==> src/rtl/layer_sequencer.sv <==
// layer_sequencer: clear / fetch / drain / LUT-wait sequencer for one fully-connected MLP layer.
// Optional LUT-enable watchdog is built when LAYER_SEQ_TIMEOUT_EN is defined.
module layer_sequencer #(
    parameter int ADDR_W  = 16,
    parameter int MEM_LAT = 1
`ifdef LAYER_SEQ_TIMEOUT_EN
    ,
    parameter int TIMEOUT = 15
`endif
) (
    input  logic              pi_clk,
    input  logic              pi_rst_n,
    input  logic              pi_start,
    input  logic [ADDR_W-1:0] pi_num_inputs,
    input  logic              pi_hold,
    input  logic              pi_bram_en,
    output logic              po_mem_en,
    output logic [ADDR_W-1:0] po_mem_addr,
    output logic              po_clc_accumulator,
    output logic              po_valid,
    output logic              po_accumulation_done,
    output logic              po_busy,
    output logic              po_done,
    output logic              po_err
);

    typedef enum logic [2:0] {
        S_IDLE     = 3'd0,
        S_CLEAR    = 3'd1,
        S_FETCH    = 3'd2,
        S_DRAIN    = 3'd3,
        S_DONE_ACC = 3'd4,
        S_WAIT_LUT = 3'd5,
        S_FINISH   = 3'd6,
        S_ERROR    = 3'd7
    } state_t;

    state_t             state_r;
    state_t             state_nx;
    logic [ADDR_W-1:0]  n_r;
    logic [ADDR_W-1:0]  cnt_r;
    logic [2:0]         dcnt_r;
    logic [MEM_LAT-1:0] vpipe_r;
    logic               mem_en_s;
    logic               last_issue_s;
    logic               drain_last_s;

    // Read issue: only in FETCH and only while the memory is not stalling us.
    always_comb begin
        mem_en_s = 1'b0;
        if ((state_r == S_FETCH) && !pi_hold) begin
            mem_en_s = 1'b1;
        end else begin
            mem_en_s = 1'b0;
        end
    end

    assign last_issue_s = mem_en_s && (cnt_r == (n_r - ADDR_W'(1)));
    // DRAIN lasts exactly MEM_LAT cycles, so the final valid has left the pipe when it ends.
    assign drain_last_s = (dcnt_r == 3'(MEM_LAT - 1));

    assign po_mem_en   = mem_en_s;
    assign po_mem_addr = (state_r == S_FETCH) ? cnt_r : {ADDR_W{1'b0}};
    assign po_valid    = vpipe_r[MEM_LAT-1];

`ifdef LAYER_SEQ_TIMEOUT_EN
    localparam int WD_W = $clog2(TIMEOUT + 1);

    logic [WD_W-1:0] wd_r;
    logic            wd_expire_s;

    assign wd_expire_s = (wd_r == WD_W'(TIMEOUT - 1));

    // Watchdog counts cycles spent in WAIT_LUT; cleared everywhere else.
    always_ff @(posedge pi_clk or negedge pi_rst_n) begin
        if (!pi_rst_n) begin
            wd_r <= {WD_W{1'b0}};
        end else if (state_r == S_WAIT_LUT) begin
            wd_r <= wd_r + WD_W'(1);
        end else begin
            wd_r <= {WD_W{1'b0}};
        end
    end

    // Error pulse register, high during the single ERROR cycle.
    always_ff @(posedge pi_clk or negedge pi_rst_n) begin
        if (!pi_rst_n) begin
            po_err <= 1'b0;
        end else begin
            po_err <= (state_nx == S_ERROR);
        end
    end
`else
    assign po_err = 1'b0;
`endif

    // Next-state logic.
    always_comb begin
        state_nx = state_r;
        case (state_r)
            S_IDLE: begin
                if (pi_start) begin
                    state_nx = S_CLEAR;
                end else begin
                    state_nx = S_IDLE;
                end
            end
            S_CLEAR: begin
                if (n_r == {ADDR_W{1'b0}}) begin
                    state_nx = S_DRAIN;
                end else begin
                    state_nx = S_FETCH;
                end
            end
            S_FETCH: begin
                if (last_issue_s) begin
                    state_nx = S_DRAIN;
                end else begin
                    state_nx = S_FETCH;
                end
            end
            S_DRAIN: begin
                if (drain_last_s) begin
                    state_nx = S_DONE_ACC;
                end else begin
                    state_nx = S_DRAIN;
                end
            end
            S_DONE_ACC: state_nx = S_WAIT_LUT;
            S_WAIT_LUT: begin
                if (pi_bram_en) begin
                    state_nx = S_FINISH;
                end
`ifdef LAYER_SEQ_TIMEOUT_EN
                else if (wd_expire_s) begin
                    state_nx = S_ERROR;
                end
`endif
                else begin
                    state_nx = S_WAIT_LUT;
                end
            end
            S_FINISH: state_nx = S_IDLE;
            S_ERROR:  state_nx = S_IDLE;
            default:  state_nx = S_IDLE;
        endcase
    end

    // State register.
    always_ff @(posedge pi_clk or negedge pi_rst_n) begin
        if (!pi_rst_n) begin
            state_r <= S_IDLE;
        end else begin
            state_r <= state_nx;
        end
    end

    // Input count is captured only on an accepted start, so later changes are ignored.
    always_ff @(posedge pi_clk or negedge pi_rst_n) begin
        if (!pi_rst_n) begin
            n_r <= {ADDR_W{1'b0}};
        end else if ((state_r == S_IDLE) && pi_start) begin
            n_r <= pi_num_inputs;
        end else begin
            n_r <= n_r;
        end
    end

    // Address counter: zeroed outside a layer, advances on every issued read.
    always_ff @(posedge pi_clk or negedge pi_rst_n) begin
        if (!pi_rst_n) begin
            cnt_r <= {ADDR_W{1'b0}};
        end else if ((state_r == S_IDLE) || (state_r == S_CLEAR)) begin
            cnt_r <= {ADDR_W{1'b0}};
        end else if (mem_en_s) begin
            cnt_r <= cnt_r + ADDR_W'(1);
        end else begin
            cnt_r <= cnt_r;
        end
    end

    // Drain cycle counter.
    always_ff @(posedge pi_clk or negedge pi_rst_n) begin
        if (!pi_rst_n) begin
            dcnt_r <= 3'd0;
        end else if (state_r == S_DRAIN) begin
            dcnt_r <= dcnt_r + 3'd1;
        end else begin
            dcnt_r <= 3'd0;
        end
    end

    // Valid pipeline mirrors memory latency and keeps shifting through holds.
    always_ff @(posedge pi_clk or negedge pi_rst_n) begin
        if (!pi_rst_n) begin
            vpipe_r <= {MEM_LAT{1'b0}};
        end else begin
            vpipe_r <= (vpipe_r << 1) | MEM_LAT'(mem_en_s);
        end
    end

    // Control strobes registered from the next state so they line up with it.
    always_ff @(posedge pi_clk or negedge pi_rst_n) begin
        if (!pi_rst_n) begin
            po_clc_accumulator   <= 1'b0;
            po_accumulation_done <= 1'b0;
            po_busy              <= 1'b0;
            po_done              <= 1'b0;
        end else begin
            po_clc_accumulator   <= (state_nx == S_CLEAR);
            po_accumulation_done <= (state_nx == S_DONE_ACC);
            po_busy              <= (state_nx != S_IDLE);
            po_done              <= (state_nx == S_FINISH);
        end
    end

endmodule

==> config.mk <==
export PLATFORM = sky130hd
export DESIGN_NAME = layer_sequencer
export DESIGN_NICKNAME = d
export VERILOG_FILES = /design/src/rtl/layer_sequencer.sv
export SDC_FILE = /design/constraint.sdc
export NUM_CORES = 1
export LEC_CHECK = 0
export ABC_CLOCK_PERIOD_IN_PS = 3200
export CAP_MARGIN = 20
export CORE_ASPECT_RATIO = 1.5
export CORE_UTILIZATION = 57
export CTS_CLUSTER_SIZE = 28
export DETAILED_ROUTE_END_ITERATION = 8
export GPL_TIMING_DRIVEN = 0
export PLACE_DENSITY = 0.91
export SLEW_MARGIN = 20
export SYNTH_ARGS = -nofsm -noshare
export SYNTH_HDL_FRONTEND = slang
export SYNTH_SLANG_ARGS = --single-unit
==> constraint.sdc <==
create_clock -name pi_clk -period 3.2 [get_ports pi_clk]
set_input_delay 0.48 -clock pi_clk [delete_from_list [all_inputs] [get_ports pi_clk]]
set_output_delay 0.48 -clock pi_clk [all_outputs]
set_load 0.05 [all_outputs]
==> report_table.html <==
<table>
<tr><th>Metric</th><th>Value</th></tr>
<tr><th colspan="2">Critical path</th></tr>
<tr><td>CP Capture Type</td><td>primary output</td></tr>
<tr><td>Critical Path Source Type</td><td>register</td></tr>
<tr><td>Worst Path Max Fanout</td><td>10</td></tr>
<tr><td>Cell with the most instances on the worst path</td><td>sky130_fd_sc_hd__clkbuf_1</td></tr>
<tr><td>Critical path class</td><td>reg -&gt; out</td></tr>
<tr><td>Count of cells along the worst register-to-register path</td><td>7</td></tr>
<tr><td>Slowest cell on the critical path</td><td>sky130_fd_sc_hd__dlygate4sd2_1</td></tr>
<tr><td>R2R Setup Slk</td><td>1.01 ns</td></tr>
<tr><td>Startpoint of the most critical register-to-register path</td><td>n_r[7]</td></tr>
<tr><td>Critical path buffers and inverters</td><td>3</td></tr>
<tr><td>Highest cell delay on the worst timing path</td><td>0.53 ns</td></tr>
<tr><td>Cell class contributing the biggest share of worst-path delay</td><td>buffers and inverters</td></tr>
<tr><td>Critical Path RT</td><td>2.72 ns</td></tr>
<tr><td>Critical Path, Cell by Cell</td><td>clkbuf_1 -&gt; nor3b_2 -&gt; clkbuf_1 -&gt; and2_1 -&gt; dlygate4sd2_1</td></tr>
<tr><td>Reg2reg end</td><td>state_r[0]</td></tr>
<tr><td>Arrival @ worst endpoint</td><td>2.49 ns</td></tr>
<tr><th colspan="2">Global route</th></tr>
<tr><td>Most congested layer reported by global routing</td><td>met2</td></tr>
<tr><td>Met3 track utilization from global routing</td><td>4.52%</td></tr>
<tr><td>Met2 usage in global routing</td><td>46.9%</td></tr>
<tr><td>Overall overflow remaining after global route</td><td>0</td></tr>
<tr><td>First-pass GRT wire length</td><td>9.68 mm</td></tr>
<tr><td>Met1 Usage GRT</td><td>31.2%</td></tr>
<tr><td>Global routing usage summed across all routing layers</td><td>26.7%</td></tr>
<tr><td>Number of global-route vias before repair</td><td>2,083</td></tr>
<tr><td>Number of antenna violations at the first check in global routing</td><td>0</td></tr>
<tr><td>Pin count of the biggest net entering global routing</td><td>31</td></tr>
<tr><th colspan="2">Timing</th></tr>
<tr><td>Setup TNS</td><td>0 ns</td></tr>
<tr><td>Slew HR</td><td>43.5%</td></tr>
<tr><td>Clock period minus final worst setup slack</td><td>2.97 ns</td></tr>
<tr><td>Worst Tran Pin Value</td><td>0.840 ns</td></tr>
<tr><td>RSZ-0062 raised after global routing</td><td>false</td></tr>
<tr><td>Final worst clock skew</td><td>0.00528 ns</td></tr>
<tr><td>Crit share post-route</td><td>92.9%</td></tr>
<tr><td>Highest attainable clock frequency</td><td>0.336 GHz</td></tr>
<tr><td>Final Max Slew Viols</td><td>0</td></tr>
<tr><td>Final setup margin</td><td>0.227 ns</td></tr>
<tr><td>Finish-stage setup viols</td><td>0</td></tr>
<tr><td>Number of hold violations in the final report</td><td>0</td></tr>
<tr><td>Post-route worst hold slack</td><td>0.0686 ns</td></tr>
<tr><th colspan="2">Clocking</th></tr>
<tr><td>CTS tree</td><td>done</td></tr>
<tr><td>Number of sinks on the clock net</td><td>43</td></tr>
<tr><td>Total CTS buffers</td><td>5</td></tr>
<tr><td>Number of buffers between clock root and the deepest sink</td><td>2</td></tr>
<tr><td>Number of gates given a new drive strength after cts</td><td>11</td></tr>
<tr><td>Reg clk slew, reported paths</td><td>0.08 ns</td></tr>
<tr><td>Root buffer selected by CTS</td><td>sky130_fd_sc_hd__clkbuf_8</td></tr>
<tr><td>Buffers inserted by post-CTS timing repair</td><td>0</td></tr>
<tr><td>Count of hold buffers inserted by post-cts repair</td><td>0</td></tr>
<tr><td>Depth of the CTS H-tree</td><td>2</td></tr>
<tr><td>Clock latency reported for the late side of the worst-skew pair</td><td>0.30 ns</td></tr>
<tr><th colspan="2">Layout</th></tr>
<tr><td>Post-route cell area</td><td>3090 um^2</td></tr>
<tr><td># fillers</td><td>321</td></tr>
<tr><td>Register area</td><td>1080 um^2</td></tr>
<tr><td>Antenna diodes</td><td>0</td></tr>
<tr><td>Final #Nets</td><td>337</td></tr>
<tr><td>Area taken by multi-input logic gates</td><td>1330 um^2</td></tr>
<tr><td>Layout-stage area growth over the synthesis result</td><td>23.6%</td></tr>
<tr><td>Fraction of layout cells with a size suffix above 1</td><td>10.5%</td></tr>
<tr><th colspan="2">Logic synthesis</th></tr>
<tr><td>Post-synthesis simple-gate area fraction</td><td>25.3%</td></tr>
<tr><td>Share of synthesized cell area in full adder, half adder and majority cells</td><td>2.00%</td></tr>
<tr><td>Number of warnings issued by yosys</td><td>0</td></tr>
<tr><td>Mean instance size in the synthesized netlist</td><td>9.55 um^2</td></tr>
<tr><td>Fraction of synthesized area in multiplexers</td><td>6.25%</td></tr>
<tr><td>Commonest cells in the synthesized netlist</td><td>sky130_fd_sc_hd__dfrtp_1 (43), sky130_fd_sc_hd__nor2_1 (29), sky130_fd_sc_hd__xor2_1 (22)</td></tr>
<tr><td>Dominant combinational cell family by area after synthesis</td><td>simple AND/OR/NAND/NOR gates</td></tr>
<tr><td>Primary flip-flop cell chosen by synthesis mapping</td><td>sky130_fd_sc_hd__dfrtp_1</td></tr>
<tr><td>Largest cells by area after synthesis</td><td>sky130_fd_sc_hd__dfrtp_1 (43%), sky130_fd_sc_hd__xor2_1 (7.7%), sky130_fd_sc_hd__mux2_2 (5.9%)</td></tr>
<tr><td>Cell Area, Synth</td><td>2500 um^2</td></tr>
<tr><td>Fraction of synthesized cell area taken by the top area cell type</td><td>43.0%</td></tr>
<tr><td>Cell taking the most area after synthesis</td><td>sky130_fd_sc_hd__dfrtp_1</td></tr>
<tr><td>Number of nets produced by synthesis</td><td>287</td></tr>
<tr><td>Xor-xnor portion of the synthesized cell area</td><td>13.0%</td></tr>
<tr><td>Register bit count reported by yosys</td><td>43</td></tr>
<tr><td>Fraction of the yosys area taken by sequential cells</td><td>43.0%</td></tr>
<tr><td>EDFF count, synth</td><td>0</td></tr>
<tr><td>Number of instances in the synthesized netlist</td><td>262</td></tr>
<tr><td>Share of async-settable or async-resettable flops after synthesis</td><td>100%</td></tr>
<tr><td>Library cell with the highest instance count after synthesis</td><td>sky130_fd_sc_hd__dfrtp_1</td></tr>
<tr><td>Synth cell types</td><td>40</td></tr>
<tr><td>Fraction of the mapped netlist area in compound gates</td><td>6.50%</td></tr>
<tr><th colspan="2">Detailed routing</th></tr>
<tr><td>Final antenna-violating net count</td><td>0</td></tr>
<tr><td>Vias per cell</td><td>5.79</td></tr>
<tr><td>Routed WL per cell</td><td>16.0 um</td></tr>
<tr><td>Initial DRC Count</td><td>66</td></tr>
<tr><td>Number of detailed-route iterations in the first pass</td><td>4</td></tr>
<tr><td>Vias</td><td>2,078</td></tr>
<tr><td>Detailed-route wire length</td><td>5.74 mm</td></tr>
<tr><td>DRC viols</td><td>0</td></tr>
<tr><th colspan="2">Power</th></tr>
<tr><td>Net switching power of the design</td><td>1.05 mW</td></tr>
<tr><td>Power per unit of standard cell area</td><td>787 nW/um^2</td></tr>
<tr><td>Leak pwr</td><td>1.32 nW</td></tr>
<tr><td>Int Power</td><td>1.39 mW</td></tr>
<tr><td>Clk network pwr share</td><td>16.0%</td></tr>
<tr><td>Comb pwr share</td><td>47.6%</td></tr>
<tr><td>PnR Total Power</td><td>2.43 mW</td></tr>
<tr><td>Worst ir drop on vdd</td><td>0.000666 V</td></tr>
<tr><td>Part of the power in registers</td><td>36.3%</td></tr>
<tr><td>Switching Fraction</td><td>43.0%</td></tr>
<tr><th colspan="2">Placed design</th></tr>
<tr><td>GPL Wtd Cong</td><td>0.914</td></tr>
<tr><td>Placed inst area</td><td>3000 um^2</td></tr>
<tr><td>Pre-CTS setup slack</td><td>0.0779 ns</td></tr>
<tr><td>Port Buffer Count</td><td>42</td></tr>
<tr><td>DPL Wire Length</td><td>4.10 mm</td></tr>
<tr><th colspan="2">Die</th></tr>
<tr><td>I/O pin cnt</td><td>44</td></tr>
<tr><td>Starting utilization of the core area</td><td>59.5%</td></tr>
<tr><td>Floorplan die height</td><td>83.2 um</td></tr>
<tr><td>Die area</td><td>4660 um^2</td></tr>
<tr><td>Width of the chip</td><td>56.1 um</td></tr>
<tr><td>Number of rows created at floorplan</td><td>29</td></tr>
<tr><td>Floorplan Core Area</td><td>4210 um^2</td></tr>
<tr><th colspan="2">Hold path</th></tr>
<tr><td>Worst min-delay path category</td><td>in -&gt; async</td></tr>
<tr><th colspan="2">Job</th></tr>
<tr><td>Max capacitance violation total</td><td>0</td></tr>
<tr><th colspan="2">Outcome</th></tr>
<tr><td>Outcome</td><td>finished, final reports clean</td></tr>
</table>
-- area by class of cell --
| cell class | instances | area share (%) |
|---|---|---|
| plain buffers | 16 | 2.43 |
| clock buffers | 7 | 3.12 |
| clock inverters | 1 | 0.243 |
| inverters | 6 | 0.728 |
| multi-input cells | 197 | 43.1 |
| flip-flops and latches | 43 | 34.8 |
| well taps | 46 | 1.86 |
| repair buffers | 43 | 13.7 |
-- power by group through the flow --
stage               registers (mW)  logic (mW)  clock network (mW)
global placement             0.872        1.08                   0
detailed placement           0.887        1.13                   0
floorplan                    0.904       0.803                   0
global route                 0.897        1.27               0.413
CTS                          0.877        1.15               0.392
finish                       0.884        1.16               0.390
-- metrics by stage --
step	utilization [%]	instances
2_1_floorplan	-	262
3_3_place_gp	70.8	350
3_5_place_dp	71.2	351
4_1_cts	73.5	359
5_1_grt	73.5	359
6_report	73.5	359
-- placed cells by master, fill, tap and decap left out, drive strengths merged, types with 2 or more instances in the layout --
cell type	instances
nand2	13
nor3	7
nand4	4
nand3b	4
o21ai	10
and2	18
nand2b	6
a21oi	7
nor3b	4
ha	4
a31oi	5
clkdlybuf4s50	31
mux2	13
and3	2
buf	7
nor4b	3
nor2b	3
xnor2	15
o31ai	2
dlygate4sd2	10
nor2	29
clkbuf	18
nand3	10
or3	2
xor2	22
or4	2
inv	6
dfrtp	43
nor4	5
-- cell families (layout without fill, tap and decap cells) --
| logic type | Yosys count | in the layout |
|---|---|---|
| fa+ha+maj | 4 | 4 |
| xor+xnor | 37 | 37 |
| mux | 14 | 14 |
| compound gates | 28 | 28 |
| buf+inv | 22 | 73 |
| other cells | 1 | 1 |
| simple gates | 113 | 113 |
| flops | 43 | 43 |
-- sequential cells by signal, indices dropped and copies added (netlist names) --
register	count
po_clc_accumulator	1
po_busy	1
cnt_r	16
po_done	1
po_accumulation_done	1
n_r	16
po_valid	1
dcnt_r	3
state_r	3
-- per-layer routing --
metal | vias to the layer above | routed length (um)
met1 | 979 | 2260
met5 | - | 0
met3 | 19 | 240
met2 | 87 | 3070
li1 | 993 | -
met4 | 0 | 172
-- worst max path at each step --
stage | startpoint | to | slack (ns) | cells after the start
after floorplan | pi_hold | state_r[0] | 0.97 | 6
after global placement | state_r[2] | po_mem_addr[5] | 0.17 | 5
after detailed placement | state_r[2] | po_mem_addr[5] | 0.08 | 5
after CTS | state_r[2] | po_mem_addr[5] | 0.23 | 5
after global routing | state_r[2] | po_mem_addr[5] | 0.05 | 5
final | state_r[2] | po_mem_addr[6] | 0.23 | 5
(Power assumes the default switching activity.)
